[config.mk]
export PLATFORM = sky130hd
export DESIGN_NAME = uart_tx_flat
export DESIGN_NICKNAME = d
export VERILOG_FILES = /design/src/rtl/uart_pkg.sv /design/src/rtl/uart_tx_if.sv /design/src/rtl/uart_baud_gen.sv /design/src/rtl/uart_tx.sv /design/src/flat_wrapper.sv
export SDC_FILE = /design/constraint.sdc
export NUM_CORES = 1
export LEC_CHECK = 0
export CAP_MARGIN = 20
export CORE_ASPECT_RATIO = 0.75
export CORE_UTILIZATION = 43
export DETAILED_ROUTE_END_ITERATION = 10
export HOLD_SLACK_MARGIN = 0.1
export PLACE_DENSITY = 0.74
export SETUP_SLACK_MARGIN = 0.02
export SYNTH_ARGS = -nofsm -noshare
export SYNTH_HDL_FRONTEND = slang
export SYNTH_SLANG_ARGS = --single-unit
[constraint.sdc]
create_clock -name clk -period 1.8 [get_ports clk]
set_clock_uncertainty 0.15 [all_clocks]
set_input_delay 0.18 -clock clk [delete_from_list [all_inputs] [get_ports clk]]
set_output_delay 0.18 -clock clk [all_outputs]
set_load 0.02 [all_outputs]
[src/rtl/uart_pkg.sv]
// Shared UART definitions: frame state encoding and baud divisor helper.
// Used by both the transmitter and the receiver so their bit periods match.
package uart_pkg;

    typedef enum logic [2:0] {
        IDLE,
        START_BIT,
        DATA_BITS,
        PARITY_BIT,
        STOP_BIT
    } uart_state_t;

    // Truncating divide; the resulting small rate error is tolerated by the line.
    function automatic int unsigned bit_cycles(input int unsigned clock_freq,
                                               input int unsigned baud_rate);
        return clock_freq / baud_rate;
    endfunction

endpackage

[src/rtl/uart_tx_if.sv]
// Host-side byte handshake into the UART transmitter (valid/ready, one byte per transfer).
// The host drives data_in/valid; the transmitter drives ready.
interface uart_tx_if;
    logic [7:0] data_in;
    logic       valid;
    logic       ready;

    modport master (output data_in, output valid, input  ready);
    modport slave  (input  data_in, input  valid, output ready);
endinterface

[src/rtl/uart_baud_gen.sv]
// Bit-period timer: counts 0..BIT_CYCLES-1 while enabled, tick on the terminal count.
// Latency: tick asserts BIT_CYCLES cycles after clear; no backpressure (free-running when enabled).
module uart_baud_gen
    import uart_pkg::*;
#(
    parameter int unsigned CLOCK_FREQ = 12_000_000,
    parameter int unsigned BAUD_RATE  = 115_200
) (
    input  logic clk,
    input  logic n_rst,
    input  logic en_i,
    input  logic clear_i,
    output logic tick_o
);

    localparam int unsigned BIT_CYCLES = bit_cycles(CLOCK_FREQ, BAUD_RATE);
    localparam int unsigned CNT_W      = (BIT_CYCLES > 1) ? $clog2(BIT_CYCLES) : 1;
    localparam logic [CNT_W-1:0] CNT_MAX = CNT_W'(BIT_CYCLES - 1);

    logic [CNT_W-1:0] cnt_q, cnt_d;

    always_comb begin
        cnt_d = cnt_q;
        if (clear_i) begin
            cnt_d = '0;
        end else if (en_i) begin
            cnt_d = (cnt_q == CNT_MAX) ? '0 : cnt_q + 1'b1;
        end
    end

    assign tick_o = en_i && !clear_i && (cnt_q == CNT_MAX);

    always_ff @(posedge clk) begin
        if (!n_rst) begin
            cnt_q <= '0;
        end else begin
            cnt_q <= cnt_d;
        end
    end

endmodule

[src/rtl/uart_tx.sv]
// 8N1 UART transmitter (8E1/8O1 when UART_TX_PARITY_EN is defined), LSB first, registered tx.
// Latency: tx falls 1 cycle after handshake; ready is low for the whole frame and during reset.
module uart_tx
    import uart_pkg::*;
#(
    parameter int unsigned BAUD_RATE  = 115_200,
    parameter int unsigned CLOCK_FREQ = 12_000_000,
    parameter int unsigned PARITY_ODD = 0
) (
    input  logic      clk,
    input  logic      n_rst,
    uart_tx_if.slave  host,
    output logic      tx_o,
    output logic      busy_o
);

    if (PARITY_ODD > 1) begin : g_parity_odd_range
        $error("PARITY_ODD must be 0 (even) or 1 (odd)");
    end

    uart_state_t state_q, state_d;
    logic [7:0]  shift_q, shift_d;
    logic [2:0]  idx_q, idx_d;
    logic        tx_q, tx_d;
    logic        hs;
    logic        tick;
    logic        clear;

    assign host.ready = n_rst && (state_q == IDLE);
    assign hs         = host.valid && host.ready;
    assign tx_o       = tx_q;
    assign busy_o     = (state_q != IDLE);

    uart_baud_gen #(
        .CLOCK_FREQ (CLOCK_FREQ),
        .BAUD_RATE  (BAUD_RATE)
    ) u_baud_gen (
        .clk     (clk),
        .n_rst   (n_rst),
        .en_i    (busy_o),
        .clear_i (clear),
        .tick_o  (tick)
    );

`ifdef UART_TX_PARITY_EN
    localparam uart_state_t AFTER_DATA = PARITY_BIT;

    // The shift register is consumed as bits go out, so parity is captured up front.
    logic par_q;

    always_ff @(posedge clk) begin
        if (!n_rst) begin
            par_q <= 1'b0;
        end else if (hs) begin
            par_q <= ^host.data_in ^ PARITY_ODD[0];
        end
    end
`else
    localparam uart_state_t AFTER_DATA = STOP_BIT;
`endif

    always_comb begin
        state_d = state_q;
        shift_d = shift_q;
        idx_d   = idx_q;
        clear   = 1'b0;
        tx_d    = 1'b1;

        case (state_q)
            IDLE: begin
                if (hs) begin
                    shift_d = host.data_in;
                    idx_d   = 3'd0;
                    clear   = 1'b1;
                    state_d = START_BIT;
                end
            end
            START_BIT: begin
                if (tick) state_d = DATA_BITS;
            end
            DATA_BITS: begin
                if (tick) begin
                    shift_d = shift_q >> 1;
                    idx_d   = idx_q + 3'd1;
                    if (idx_q == 3'd7) state_d = AFTER_DATA;
                end
            end
            PARITY_BIT: begin
                if (tick) state_d = STOP_BIT;
            end
            STOP_BIT: begin
                if (tick) state_d = IDLE;
            end
            default: state_d = IDLE;
        endcase

        // Line level is derived from the next state so tx can be a plain flop.
        case (state_d)
            START_BIT: tx_d = 1'b0;
            DATA_BITS: tx_d = shift_d[0];
`ifdef UART_TX_PARITY_EN
            PARITY_BIT: tx_d = par_q;
`endif
            default:   tx_d = 1'b1;
        endcase
    end

    always_ff @(posedge clk) begin
        if (!n_rst) begin
            state_q <= IDLE;
            shift_q <= 8'd0;
            idx_q   <= 3'd0;
            tx_q    <= 1'b1;
        end else begin
            state_q <= state_d;
            shift_q <= shift_d;
            idx_q   <= idx_d;
            tx_q    <= tx_d;
        end
    end

endmodule

[src/flat_wrapper.sv]
// flat-port wrapper written by rule: the top's interface ports become plain ports
module uart_tx_flat import uart_pkg::*;
#(
    parameter int unsigned BAUD_RATE  = 115_200,
    parameter int unsigned CLOCK_FREQ = 12_000_000,
    parameter int unsigned PARITY_ODD = 0
)
  (clk, n_rst, tx_o, busy_o, host_data_in, host_valid, host_ready);
  uart_tx_if host_i ();
  input  logic clk;
  input  logic n_rst;
  output logic tx_o;
  output logic busy_o;
  input wire logic [$bits(host_i.data_in)-1:0] host_data_in;
  input wire logic [$bits(host_i.valid)-1:0] host_valid;
  output wire logic [$bits(host_i.ready)-1:0] host_ready;
  assign host_i.data_in = host_data_in;
  assign host_i.valid = host_valid;
  assign host_ready = host_i.ready;
  uart_tx #(.BAUD_RATE(BAUD_RATE), .CLOCK_FREQ(CLOCK_FREQ), .PARITY_ODD(PARITY_ODD)) u_core (.clk(clk), .n_rst(n_rst), .host(host_i), .tx_o(tx_o), .busy_o(busy_o));
endmodule
Yosys cells after proc, flatten, opt, wreduce, memory -nomap -nowiden:

Index checks and enable logic that the tools add are counted.

* flip-flop bits (word level): 22
* input port bits: 11

* bitwise gates (word level): 1
* muxes and demuxes: 17
* reductions and logical operators: 10
* equal/unequal tests: 10
* $add $sub $neg: 2

Operator list (number)
* two-way mux 3 bit: 8
* two-way mux 8 bit: 2
* case mux 8 bit (2 select lines): 1
* case mux 3 bit (5 select lines): 1
* == test 3 x 2 -> 1 bit, second input constant: 3
* adder 7 x 1 -> 7 bit, second input constant: 1
* == test 7 bit, second input constant: 1
* two-way mux 7 bit: 1
* == test 3 x 1 -> 1 bit, second input constant: 2
* == test 3 bit, second input constant: 2
* case mux 3 bit (2 select lines): 1
* logical AND 1 bit: 4
* != test 2 x 1 -> 1 bit, second input constant: 2
* adder 3 x 1 -> 3 bit, second input constant: 1
* zero test 3 bit: 1
* AND reduction 3 bit: 1
* nonzero test 3 bit: 1
* two-way mux 1 bit: 2
* case mux 1 bit (2 select lines): 1
* nonzero test 2 bit: 1
* OR reduction 2 bit: 1
* zero test 1 bit: 1
* inverter 1 bit: 1

Longest topological paths before layout:

Gate-level depths: netlist of the first run.

* word-level depth: 12
* depth in mapped cells: 8
* mapped depth without buffers: 6

Hierarchy:

From an unflattened synthesis of the first run, not the netlist that was laid out.

* cell total of the unflattened synthesis: 112
* area total of the unflattened synthesis: 1078.5 µm²

By module, submodules not included
* uart_tx: instances 1, area an instance 714.4 µm², cells each 73
* uart_baud_gen: instances 1, area an instance 364.1 µm², cells each 39

Worst setup path after synthesis of the first run:

No wires, ideal clock.

* path type: register -> register
* start: register u_core.state_q[2]
* end: register u_core.shift_q[2]
* cell stages (with the launch flop): 9
* arrival time: 1.715 ns
* path buffers: 3
* required time: 1.525 ns
* clock period less this slack: 1.991 ns
* slack: -0.191 ns
* path through: dfxtp_1 buf_6 nor4b_4 and2_1 buf_6 o21ai_2 buf_6 a222oi_1 nor2b_1

* longest elaborated chain between the ends: 10
* elaborated cells on any way between the ends: 15

RTL lines
* start, declared: line uart_tx.sv:21 `uart_state_t state_q, state_d;`
* start signal, assigned: line uart_tx.sv:115 `state_q <= state_d;`
* zero test 3 bit (*): line uart_tx.sv:29 `assign host.ready = n_rst && (state_q == IDLE);`
* logical AND 1 bit (*): line uart_tx.sv:29
* via host_ready: line flat_wrapper.sv:16 `output wire logic [$bits(host_i.ready)-1:0] host_ready;`
* logical AND 1 bit (*): line uart_tx.sv:30 `assign hs = host.valid && host.ready;`
* two-way mux 1 bit: line uart_tx.sv:71 `if (hs) begin`
* two-way mux 1 bit: line uart_tx.sv:69 `case (state_q)`
* zero test 1 bit: line uart_baud_gen.sv:31 `assign tick_o = en_i && !clear_i && (cnt_q == CNT_MAX);`
* logical AND 1 bit (2 in series): line uart_baud_gen.sv:31
* != test 2 x 1 -> 1 bit (no line)
* AND reduction 3 bit (no line) (*)
* end signal, assigned: line uart_tx.sv:116 `shift_q <= shift_d;`
* end, declared: line uart_tx.sv:22 `logic [7:0] shift_q, shift_d;`

The timed path passes the listed nets; every way through them passes the cells marked *.
A chain may end at the register's enable or synchronous reset.

Final worst setup path of the first run:

* start: register u_core.state_q[2]
* end: register u_core.idx_q[0]

* longest elaborated chain between the ends: 10
* elaborated cells on any way between the ends: 15

RTL lines
* zero test 3 bit: line uart_tx.sv:29, uart_tx.sv:69
* logical AND 1 bit: line uart_tx.sv:29
* logical AND 1 bit: line uart_tx.sv:30
* two-way mux 1 bit: line uart_tx.sv:71
* two-way mux 1 bit: line uart_tx.sv:69
* zero test 1 bit: line uart_baud_gen.sv:31
* logical AND 1 bit (2 in series): line uart_baud_gen.sv:31
* != test 2 x 1 -> 1 bit (no line)
* AND reduction 3 bit (no line)
* end signal, assigned: line uart_tx.sv:117 `idx_q <= idx_d;`
* end, declared: line uart_tx.sv:23 `logic [2:0] idx_q, idx_d;`

Several ways; a longest one is shown, not always the timed one.

==> results of run 1 <==
per-layer routing:
| layer | GRT usage | vias to the layer above | share of wire |
|---|---|---|---|
| met1 | 0.250 | 465 | 0.48 |
| met2 | 0.334 | 30 | 0.48 |
| li1 | - | 489 | - |
| met5 | 0 | - | 0 |
| met4 | 0.0455 | 0 | 0 |
| met3 | 0.0511 | 0 | 0.041 |
worst paths after layout:
kind	start	slack, ps	cells past startpoint	to
setup reg to reg	u_core.state_q[2]$_SDFF_PN0_	2	6	u_core.idx_q[0]$_SDFFE_PN0P_
hold / removal	u_core.idx_q[2]$_SDFFE_PN0P_	330	2	u_core.idx_q[2]$_SDFFE_PN0P_
hold reg to reg	u_core.idx_q[2]$_SDFFE_PN0P_	330	2	u_core.idx_q[2]$_SDFFE_PN0P_
setup / recovery	u_core.state_q[2]$_SDFF_PN0_	2	6	u_core.idx_q[0]$_SDFFE_PN0P_
per-stage QoR:
step / hold slack (ps) / instance area, um2 / total power [mW] / utilization / TNS [ps]
detailed placement: 323 / 1390 / 0.648 / 0.588 / -1240
CTS: 341 / 1470 / 0.925 / 0.623 / 0
global route: 370 / 1490 / 0.963 / 0.631 / -336
global placement: 308 / 1390 / 0.645 / 0.588 / -636
floorplan: 158 / 1100 / 0.591 / - / -1160
finish: 335 / 1490 / 0.917 / 0.631 / 0
repair_timing:
| item | 4_1_cts | 5_1_grt |
|---|---|---|
| cloned | 0 | 0 |
| gates resized for setup | 14 | 5 |
| setup endpoints to repair | 12 | 14 |
| pin swaps | 1 | 1 |
| buffers inserted | 1 | 1 |
| hold buffers | 0 | 0 |
| endpoints found under the hold margin | 0 | 0 |
power by group through the flow:
stage | registers, mW | clock network, mW | logic [mW]
floorplan | 0.519 | 0 | 0.0724
global placement | 0.521 | 0 | 0.124
detailed placement | 0.521 | 0 | 0.127
CTS | 0.509 | 0.285 | 0.131
global route | 0.512 | 0.306 | 0.145
finish | 0.510 | 0.272 | 0.135
state kept, by name, summed over array words and instances (netlist names):
name	flops
u_core.u_baud_gen.cnt_q	7
u_core.state_q	3
u_core.idx_q	3
u_core.shift_q	8
u_core.tx_o	1
cell usage in the layout (no fill, tap or decap), types with 2 or more instances in the layout:
| cell type | synthesis | routed |
|---|---|---|
| buf_4 | 0 | 25 |
| dfxtp_1 | 22 | 17 |
| clkdlybuf4s50_1 | 0 | 11 |
| nor2_1 | 10 | 10 |
| nand2_1 | 9 | 9 |
| nor2b_1 | 8 | 8 |
| a222oi_1 | 6 | 6 |
| nand3_1 | 4 | 4 |
| a21boi_0 | 4 | 4 |
| dfxtp_2 | 0 | 4 |
| inv_1 | 4 | 3 |
| o21ai_0 | 3 | 3 |
| nand4_1 | 3 | 3 |
| xnor2_1 | 3 | 3 |
| ha_1 | 3 | 3 |
| clkbuf_4 | 0 | 3 |
| nor3_4 | 1 | 2 |
| nand3b_1 | 2 | 2 |
| o211ai_1 | 2 | 2 |
| and2_1 | 3 | 2 |
| xor2_1 | 2 | 2 |
cell type report:
cell class,instances,area (um2),area share
inverters,4,15.0,0.0101
clock buffers,4,36.3,0.0243
multi-input cells,82,626,0.419
repair buffers,39,323,0.216
well taps,34,42.5,0.0285
flip-flops and latches,22,449,0.301
critical path, delay by kind of cell (launching register included):
family          cells  cell delay (ps)
flops               1              400
simple gates        3              820
compound gates      2              220
buf+inv             1              140
cells by family (layout without fill, tap and decap cells):
logic type	after synthesis	in the layout	share of synthesized area
xor+xnor	5	5	0.0398
simple gates	51	51	0.286
compound gates	23	23	0.168
fa+ha+maj	3	3	0.0341
buf+inv	10	47	0.0716
flops	22	22	0.400
==> summary.log, run 1 <==
INFO  status         run_status=finished clean
INFO  grt            grt_overflow=0
INFO  detailed_routing routed_wirelength=2460um
INFO  flow_run       max_cap_violations=0
INFO  detailed_routing avg_wl_per_cell=13.3um
INFO  yosys          distinct_cells_synth=38
INFO  timing         final-hold-violation-count=0
INFO  placement      dpl.cell_count=179
INFO  yosys          synth_largest_type_area_fraction=0.400
INFO  die            initial_utilization=0.466
INFO  critical_path  startpoint_type=register
INFO  detailed_routing remaining_antenna_violation_count=0
INFO  yosys          yosysTopAreaCell=dfxtp_1
INFO  pwr            powerDensity=615nW/um2
INFO  timing         period_share=0.999
INFO  detailed_routing detailedRoute.firstPassIterationCount=5
INFO  clock_network  cts-buffers-inserted=3
INFO  timing         worst_pin_slew=324ps
INFO  grt            grt_usage=0.196
INFO  timing         achievable-frequency=0.556GHz
INFO  critical_path  critical_path_required=1900ps
INFO  min_path       worstHoldPathType=register to register
INFO  die            core_area=2360um2
INFO  timing         timing_max_transition_violations_final=0
INFO  clock_network  clock_sinks=22
INFO  pwr            power_frac_comb=0.147
INFO  critical_path  worst-setup-path-type=register to register
INFO  yosys          post_synth_main_area_contributors=dfxtp_1, a222oi_1, nor2b_1
INFO  pwr            vdd_ir_drop_max=0.371mV
INFO  pwr            cell_internal_pwr=0.699mW
INFO  critical_path  worst-endpoint-arrival=1890ps
INFO  clock_network  insertion_delay=300ps
INFO  detailed_routing dr_total_vias=984
INFO  placement      place.gp.congestion=0.809
INFO  pwr            p_leak=0.582nW
INFO  yosys          synth.ff_latch_count=22
INFO  die            die-area=2770um2
INFO  critical_path  worst_setup_path_end_kind=register
INFO  yosys          async_reset_ff_frac=0
INFO  detailed_routing detailedRoute.firstIterationViolations=66
INFO  timing         setup_viol=0
INFO  placement      dp_hpwl=1780um
INFO  final_layout   n_fill_cell=195
INFO  timing         worst_slack=1.65ps
INFO  die            num_io_pins=14
INFO  die            floorplan.die.height=45.8um
INFO  final_layout   layout.nets=166
INFO  final_layout   final_layout_size_suffix_gt1_frac=0.338
INFO  yosys          syn_nets=128
INFO  pwr            sequentialPowerShare=0.556
INFO  timing         period_needed=1800ps
INFO  clock_network  ctsRootBufferMaster=clkbuf_4
INFO  yosys          synth_warnings=0
INFO  placement      detailedPlace.worstSlack=-177ps
INFO  detailed_routing drc_errors=0
INFO  critical_path  crit_chain=buf_4 > nor4b_4 > and2_4 > o21ai_4 > or3_1 > a21boi_1
INFO  yosys          netlist_instances=114
INFO  yosys          postSynth.topFlopCell=dfxtp_1
INFO  grt            grt_antenna_before_repair=0
INFO  grt            grt_first_pass_wirelength=3930um
INFO  yosys          synth_seq_area_share=0.400
INFO  timing         grt_setup_unrepaired=yes
INFO  clock_network  ctsLongestPathBuffers=2
INFO  critical_path  crit_path_max_fanout=9
INFO  pwr            switchingPower=0.218mW
INFO  grt            number_of_global_route_vias_before_repair=889
INFO  timing         slew_headroom=0.783
INFO  pwr            p_sw_frac=0.238
INFO  critical_path  critical-path-slowest-cell=dfxtp_4
INFO  clock_network  htree_num_levels=1
INFO  clock_network  tritoncts=yes
INFO  yosys          syn-mean-instance-area=9.66um2
INFO  grt            grt_max_degree=19
INFO  die            die_width=60.4um
INFO  critical_path  slowest_delay=400ps
INFO  final_layout   antenna-diode-count=0
INFO  final_layout   stdcell_count=185
INFO  yosys          synth_most_common_cell=dfxtp_1
INFO  yosys          synth_area=1100um2
INFO  placement      portBuffers=13
INFO  final_layout   layout-area-overhead-vs-synth=35.5%
INFO  clock_network  path_clk_slew=120ps
INFO  yosys          number_of_enable_flip_flop_cells_after_synthesis=0
INFO  detailed_routing vias_per_cell=5.32
INFO  pwr            power.clock.fraction=0.297
INFO  die            floorplan.rows=15
INFO  yosys          synth_top_cells_by_count=dfxtp_1, nor2_1, nand2_1
No activity file was read; power rests on OpenSTA's default activity.
==> run 2: changes to the inputs <==
--- a/config.mk
+++ b/config.mk
@@ -10,7 +10,7 @@
 export CORE_UTILIZATION = 43
 export DETAILED_ROUTE_END_ITERATION = 10
 export HOLD_SLACK_MARGIN = 0.1
-export PLACE_DENSITY = 0.74
+export PLACE_DENSITY = 0.72
 export SETUP_SLACK_MARGIN = 0.02
 export SYNTH_ARGS = -nofsm -noshare
 export SYNTH_HDL_FRONTEND = slang
==> constraint.sdc (replaced) <==
create_clock -name clk -period 1.9 [get_ports clk]
set_clock_uncertainty 0.15 [all_clocks]
set_input_delay 0.19 -clock clk [delete_from_list [all_inputs] [get_ports clk]]
set_output_delay 0.19 -clock clk [all_outputs]
set_load 0.02 [all_outputs]
==> run 2 against run 1 <==
Routed wire length up 2.5%; global-route usage fell by 0.20 points; sequential share of layout area fell by 0.62 points; critical path depth is 1 higher; final area is 1.3% higher; critical path type unchanged; critical endpoint is now u_core.tx_o$_SDFF_PN1_.
==> summary.log, run 2 (synthesized netlist as in run 1, its figures left out) <==
INFO  status         run_status=finished clean
INFO  critical_path  crit_chain=buf_4 > or3b_4 > buf_4 > nor3_4 > o311ai_4 > a211oi_2 > o211ai_1
INFO  timing         timing.setup.tns=0ps
INFO  critical_path  startpoint_type=register
INFO  grt            grt_overflow=0
INFO  critical_path  crit_path_max_delay_family=simple AND/OR/NAND/NOR gates
INFO  clock_network  ctsRootBufferMaster=clkbuf_4
INFO  detailed_routing dr_total_vias=984
INFO  die            floorplan.rows=15
INFO  clock_network  insertion_delay=300ps
INFO  detailed_routing detailedRoute.firstIterationViolations=53
INFO  clock_network  clock_sinks=22
INFO  die            num_io_pins=14
INFO  final_layout   largestRegisters=u_core.shift_q: 8 flops, u_core.u_baud_gen.cnt_q: 7 flops
INFO  min_path       worstHoldPathType=register to register
INFO  critical_path  critical_path_required=1940ps
INFO  final_layout   layout.nets=168
INFO  final_layout   antenna-diode-count=0
INFO  final_layout   stdcell_area=1510um2
INFO  timing         final-hold-violation-count=0
INFO  die            floorplan.die.height=45.8um
INFO  critical_path  slowest_delay=390ps
INFO  detailed_routing vias_per_cell=5.29
INFO  timing         period_share=0.996
INFO  die            die_width=60.4um
INFO  detailed_routing avg_wl_per_cell=13.6um
INFO  pwr            powerDensity=543nW/um2
INFO  critical_path  cp-startpoint=u_core.state_q[2]$_SDFF_PN0_
INFO  timing         achievable-frequency=0.529GHz
INFO  detailed_routing drc_errors=0
INFO  critical_path  critical-path-slowest-cell=or3b_4
INFO  critical_path  worst-endpoint-arrival=1930ps
INFO  critical_path  crit_path_max_fanout=2
INFO  min_path       min_from=u_core.idx_q[2]$_SDFFE_PN0P_
INFO  grt            grt_first_pass_wirelength=3890um
INFO  grt            grt_antenna_before_repair=0
INFO  clock_network  htree_num_levels=1
INFO  placement      dp_hpwl=1740um
INFO  final_layout   layout_commonest_cell=buf_4
INFO  clock_network  ctsLongestPathBuffers=2
INFO  critical_path  worst_setup_path_end_kind=register
INFO  grt            grt_usage=0.194
INFO  final_layout   final_layout_size_suffix_gt1_frac=0.296
INFO  detailed_routing remaining_antenna_violation_count=0
INFO  detailed_routing routed_wirelength=2520um
INFO  timing         finalHoldWorstSlack=340ps
INFO  timing         setup_viol=0
INFO  timing         worst_pin_slew=456ps
INFO  die            initial_utilization=0.466
INFO  pwr            power=0.821mW
INFO  clock_network  tritoncts=yes
INFO  die            core_area=2360um2
INFO  final_layout   register_with_the_most_flip_flops=u_core.shift_q
INFO  grt            number_of_global_route_vias_before_repair=865
INFO  final_layout   layout-area-overhead-vs-synth=37.2%
INFO  final_layout   layout.cells.most_common_list=buf_4, dfxtp_1, clkdlybuf4s50_1
INFO  timing         timing_max_transition_violations_final=0
INFO  detailed_routing detailedRoute.firstPassIterationCount=5
INFO  placement      detailedPlace.worstSlack=-178ps
INFO  final_layout   multi_input_area=633um2
INFO  final_layout   regArea=445um2
INFO  final_layout   max_reg_flops=8
INFO  placement      dpl-instance-area=1370um2
INFO  die            die-area=2770um2
INFO  clock_network  path_clk_slew=110ps
INFO  placement      place.gp.congestion=0.811
INFO  critical_path  timing.rr.start=u_core.state_q[2]$_SDFF_PN0_
INFO  critical_path  cp_num_buf_inv=2
INFO  timing         grt_setup_unrepaired=yes
INFO  timing         period_needed=1890ps
INFO  timing         worst_slack=8.46ps
INFO  placement      portBuffers=13
INFO  critical_path  crit_top_cell=buf_4
INFO  timing         slew_headroom=0.695
INFO  final_layout   n_fill_cell=207
INFO  flow_run       max_cap_violations=0
INFO  pwr            p_leak=0.602nW
INFO  clock_network  cts-buffers-inserted=3
INFO  pwr            vdd_ir_drop_max=0.350mV
INFO  critical_path  worst-setup-path-type=register to register
INFO  grt            grt_max_degree=19
[run 2: worst reg2reg max path, stage by stage, from the launching register on]
cell and delay, ps:
dfxtp_4 360, buf_4 130, or3b_4 390, buf_4 150
nor3_4 180, o311ai_4 120, a211oi_2 200, o211ai_1 100
[run 2: final cells by class]
class	instances	share of cell area
clock buffers	3	0.0149
inverters	4	0.00994
multi-input cells	83	0.419
flip-flops and latches	22	0.295
well taps	34	0.0282
repair buffers	40	0.233
[run 2: per-stage QoR]
stage               std cells   util
floorplan                 114      -
global placement          174  0.577
detailed placement        174  0.577
CTS                       184  0.620
global route              186  0.639
finish                    186  0.639
[run 2: path summary, 6_finish.rpt]
kind                                  end  slack, ps  depth (start not counted)
min reg2reg  u_core.idx_q[2]$_SDFFE_PN0P_        340                          2
max reg2reg        u_core.tx_o$_SDFF_PN1_          8                          7
min          u_core.idx_q[2]$_SDFFE_PN0P_        340                          2
max                u_core.tx_o$_SDFF_PN1_          8                          7
[run 2: per-layer routing]
metal	share of wire	vias up	global-route usage	wire length [um]
met4	0.0055	0	0.0409	14
met5	0	-	0	0
li1	-	497	-	-
met3	0.067	2	0.0597	170
met2	0.43	28	0.295	1080
met1	0.50	457	0.272	1250
[run 2: power breakdown]
part	switching, mW	total [mW]	internal, mW
Sequential	0.00987	0.482	0.473
Combinational	0.0601	0.137	0.0772
Clock	0.127	0.201	0.0740
[run 2: repair_timing]
item                                    CTS  global route
gates cloned                              1             0
endpoints found under the setup margin    9            12
setup buffers                             6             2
resized for setup                         9             6
hold buffers                              0             0
pin swaps                                 2             6
endpoints found under the hold margin     0             0
==> run 3: changes to the inputs <==
--- a/config.mk
+++ b/config.mk
@@ -11,6 +11,7 @@
 export DETAILED_ROUTE_END_ITERATION = 10
 export HOLD_SLACK_MARGIN = 0.1
 export PLACE_DENSITY = 0.72
+export REMOVE_ABC_BUFFERS = 1
 export SETUP_SLACK_MARGIN = 0.02
 export SYNTH_ARGS = -nofsm -noshare
 export SYNTH_HDL_FRONTEND = slang
==> run 3 against run 2 <==
First-iteration DRC count grew 68%; worst hold slack lost 5.3 ps; via count shrank 5.8%; sequential power is essentially flat; die area is the same; critical path depth shrank 4; largest power group unchanged.
==> summary.log, run 3 (synthesized netlist as in run 1, its figures left out) <==
INFO  timing         setup_viol=0
INFO  critical_path  crit_path_max_fanout=6
INFO  pwr            cell_internal_pwr=0.656mW
INFO  flow_run       max_cap_violations=0
INFO  pwr            power.clock.fraction=0.306
INFO  die            floorplan.die.height=45.8um
INFO  final_layout   register_with_the_most_flip_flops=u_core.shift_q
INFO  critical_path  worst_setup_path_end_kind=output port
INFO  timing         worst_slack=86.4ps
INFO  pwr            p_leak=0.528nW
INFO  clock_network  path_clk_slew=130ps
INFO  pwr            vdd_ir_drop_max=0.495mV
INFO  pwr            powerDensity=611nW/um2
INFO  detailed_routing detailedRoute.firstIterationViolations=89
INFO  critical_path  worst-setup-path-type=register to output port
INFO  detailed_routing dr_total_vias=927
INFO  grt            grt_antenna_before_repair=0
INFO  clock_network  cts-buffers-inserted=3
INFO  clock_network  clock_sinks=22
INFO  clock_network  cts_hold_repair.buffers=0
INFO  final_layout   layout.nets=157
INFO  pwr            sequentialPowerShare=0.556
INFO  clock_network  tritoncts=yes
INFO  status         run_status=finished clean
INFO  grt            grt_overflow=0
INFO  pwr            power_frac_comb=0.137
INFO  placement      portBuffers=13
INFO  clock_network  ctsLongestPathBuffers=2
INFO  final_layout   layout_commonest_cell=dfxtp_1
INFO  placement      dpl-instance-area=1330um2
INFO  detailed_routing avg_wl_per_cell=13.0um
INFO  die            initial_utilization=0.466
INFO  grt            grt_max_degree=19
INFO  critical_path  critical_path_required=1560ps
INFO  pwr            switchingPower=0.210mW
INFO  final_layout   layout-area-overhead-vs-synth=28.8%
INFO  detailed_routing drc_errors=0
INFO  die            die-area=2770um2
INFO  placement      detailedPlace.worstSlack=-67.1ps
INFO  critical_path  worst-endpoint-arrival=1470ps
INFO  clock_network  ctsRootBufferMaster=clkbuf_4
INFO  timing         achievable-frequency=0.551GHz
INFO  timing         worst_pin_slew=344ps
INFO  die            floorplan.rows=15
INFO  final_layout   largestRegisters=u_core.shift_q: 8 flops, u_core.u_baud_gen.cnt_q: 7 flops
INFO  min_path       worstHoldPathType=register to register
INFO  die            die_width=60.4um
INFO  critical_path  startpoint_type=register
INFO  pwr            p_sw_frac=0.242
INFO  die            core_area=2360um2
INFO  detailed_routing vias_per_cell=5.27
INFO  final_layout   layout.cells.most_common_list=dfxtp_1, buf_4, clkdlybuf4s50_1
INFO  grt            grt_first_pass_wirelength=3800um
INFO  clock_network  insertion_delay=310ps
INFO  timing         final-hold-violation-count=0
INFO  detailed_routing detailedRoute.firstPassIterationCount=4
INFO  final_layout   final_layout_size_suffix_gt1_frac=0.275
INFO  placement      place.gp.congestion=0.808
INFO  timing         period_needed=1810ps
INFO  detailed_routing routed_wirelength=2280um
INFO  final_layout   stdcell_area=1420um2
INFO  die            num_io_pins=14
INFO  timing         grt_setup_unrepaired=yes
INFO  grt            number_of_global_route_vias_before_repair=875
INFO  timing         period_share=0.955
INFO  detailed_routing remaining_antenna_violation_count=0
INFO  final_layout   antenna-diode-count=0
INFO  grt            grt_usage=0.186
INFO  final_layout   max_reg_flops=8
INFO  timing         slew_headroom=0.770
INFO  clock_network  htree_num_levels=1
INFO  placement      dp_hpwl=1680um
INFO  timing         timing_max_transition_violations_final=0
[run 3: cell type report]
type / count / area (um2)
Timing Repair Buffer: 30 / 253
Fill cell: 220 / 947
Clock buffer: 4 / 36.3
Sequential cell: 22 / 453
Inverter: 4 / 15.0
Tap cell: 34 / 42.5
Multi-Input combinational cell: 82 / 618
[run 3: repair_timing]
item	CTS	global route
setup buffers	0	1
endpoints found under the setup margin	4	12
endpoints found under the hold margin	0	0
gates resized for setup	7	9
[run 3: power by group through the flow]
stage	Sequential [mW]	Combinational [mW]	Clock, mW
floorplan	0.494	0.0528	0
global placement	0.494	0.116	0
detailed placement	0.495	0.118	0
CTS	0.485	0.116	0.269
global route	0.484	0.130	0.289
finish	0.482	0.119	0.265
[run 3: per-stage QoR]
stage               total power, mW  TNS (ps)   util  hold WS (ps)  instances
floorplan                     0.547      -451      -           129        108
global placement              0.610      -101  0.562           303        171
detailed placement            0.612      -273  0.562           322        171
CTS                           0.871         0  0.583           339        175
global route                  0.903     -10.8  0.599           354        176
finish                        0.866         0  0.599           335        176
[run 3: path summary, 6_finish.rpt]
| path | to | depth (start not counted) | start | slack, ps |
|---|---|---|---|---|
| max | host_ready | 3 | u_core.state_q[1]$_SDFF_PN0_ | 90 |
| min | u_core.idx_q[1]$_SDFFE_PN0P_ | 2 | u_core.idx_q[1]$_SDFFE_PN0P_ | 330 |
| max reg2reg | u_core.tx_o$_SDFF_PN1_ | 5 | u_core.state_q[2]$_SDFF_PN0_ | 110 |
| min reg2reg | u_core.idx_q[1]$_SDFFE_PN0P_ | 2 | u_core.idx_q[1]$_SDFFE_PN0P_ | 330 |
[run 3: critical path: stages (launching register included)]
cell and delay (ps):
dfxtp_4 390, buf_4 140, nor4b_4 250, dlygate4sd2_1 380
[run 3: per-layer routing]
metal	vias to the layer above	part of all wire	GRT usage	wire length [um]
li1	475	-	-	-
met1	435	0.50	0.244	1150
met2	15	0.46	0.299	1040
met3	2	0.031	0.0568	70
met4	0	0.0079	0.0455	18
met5	-	0	0	0
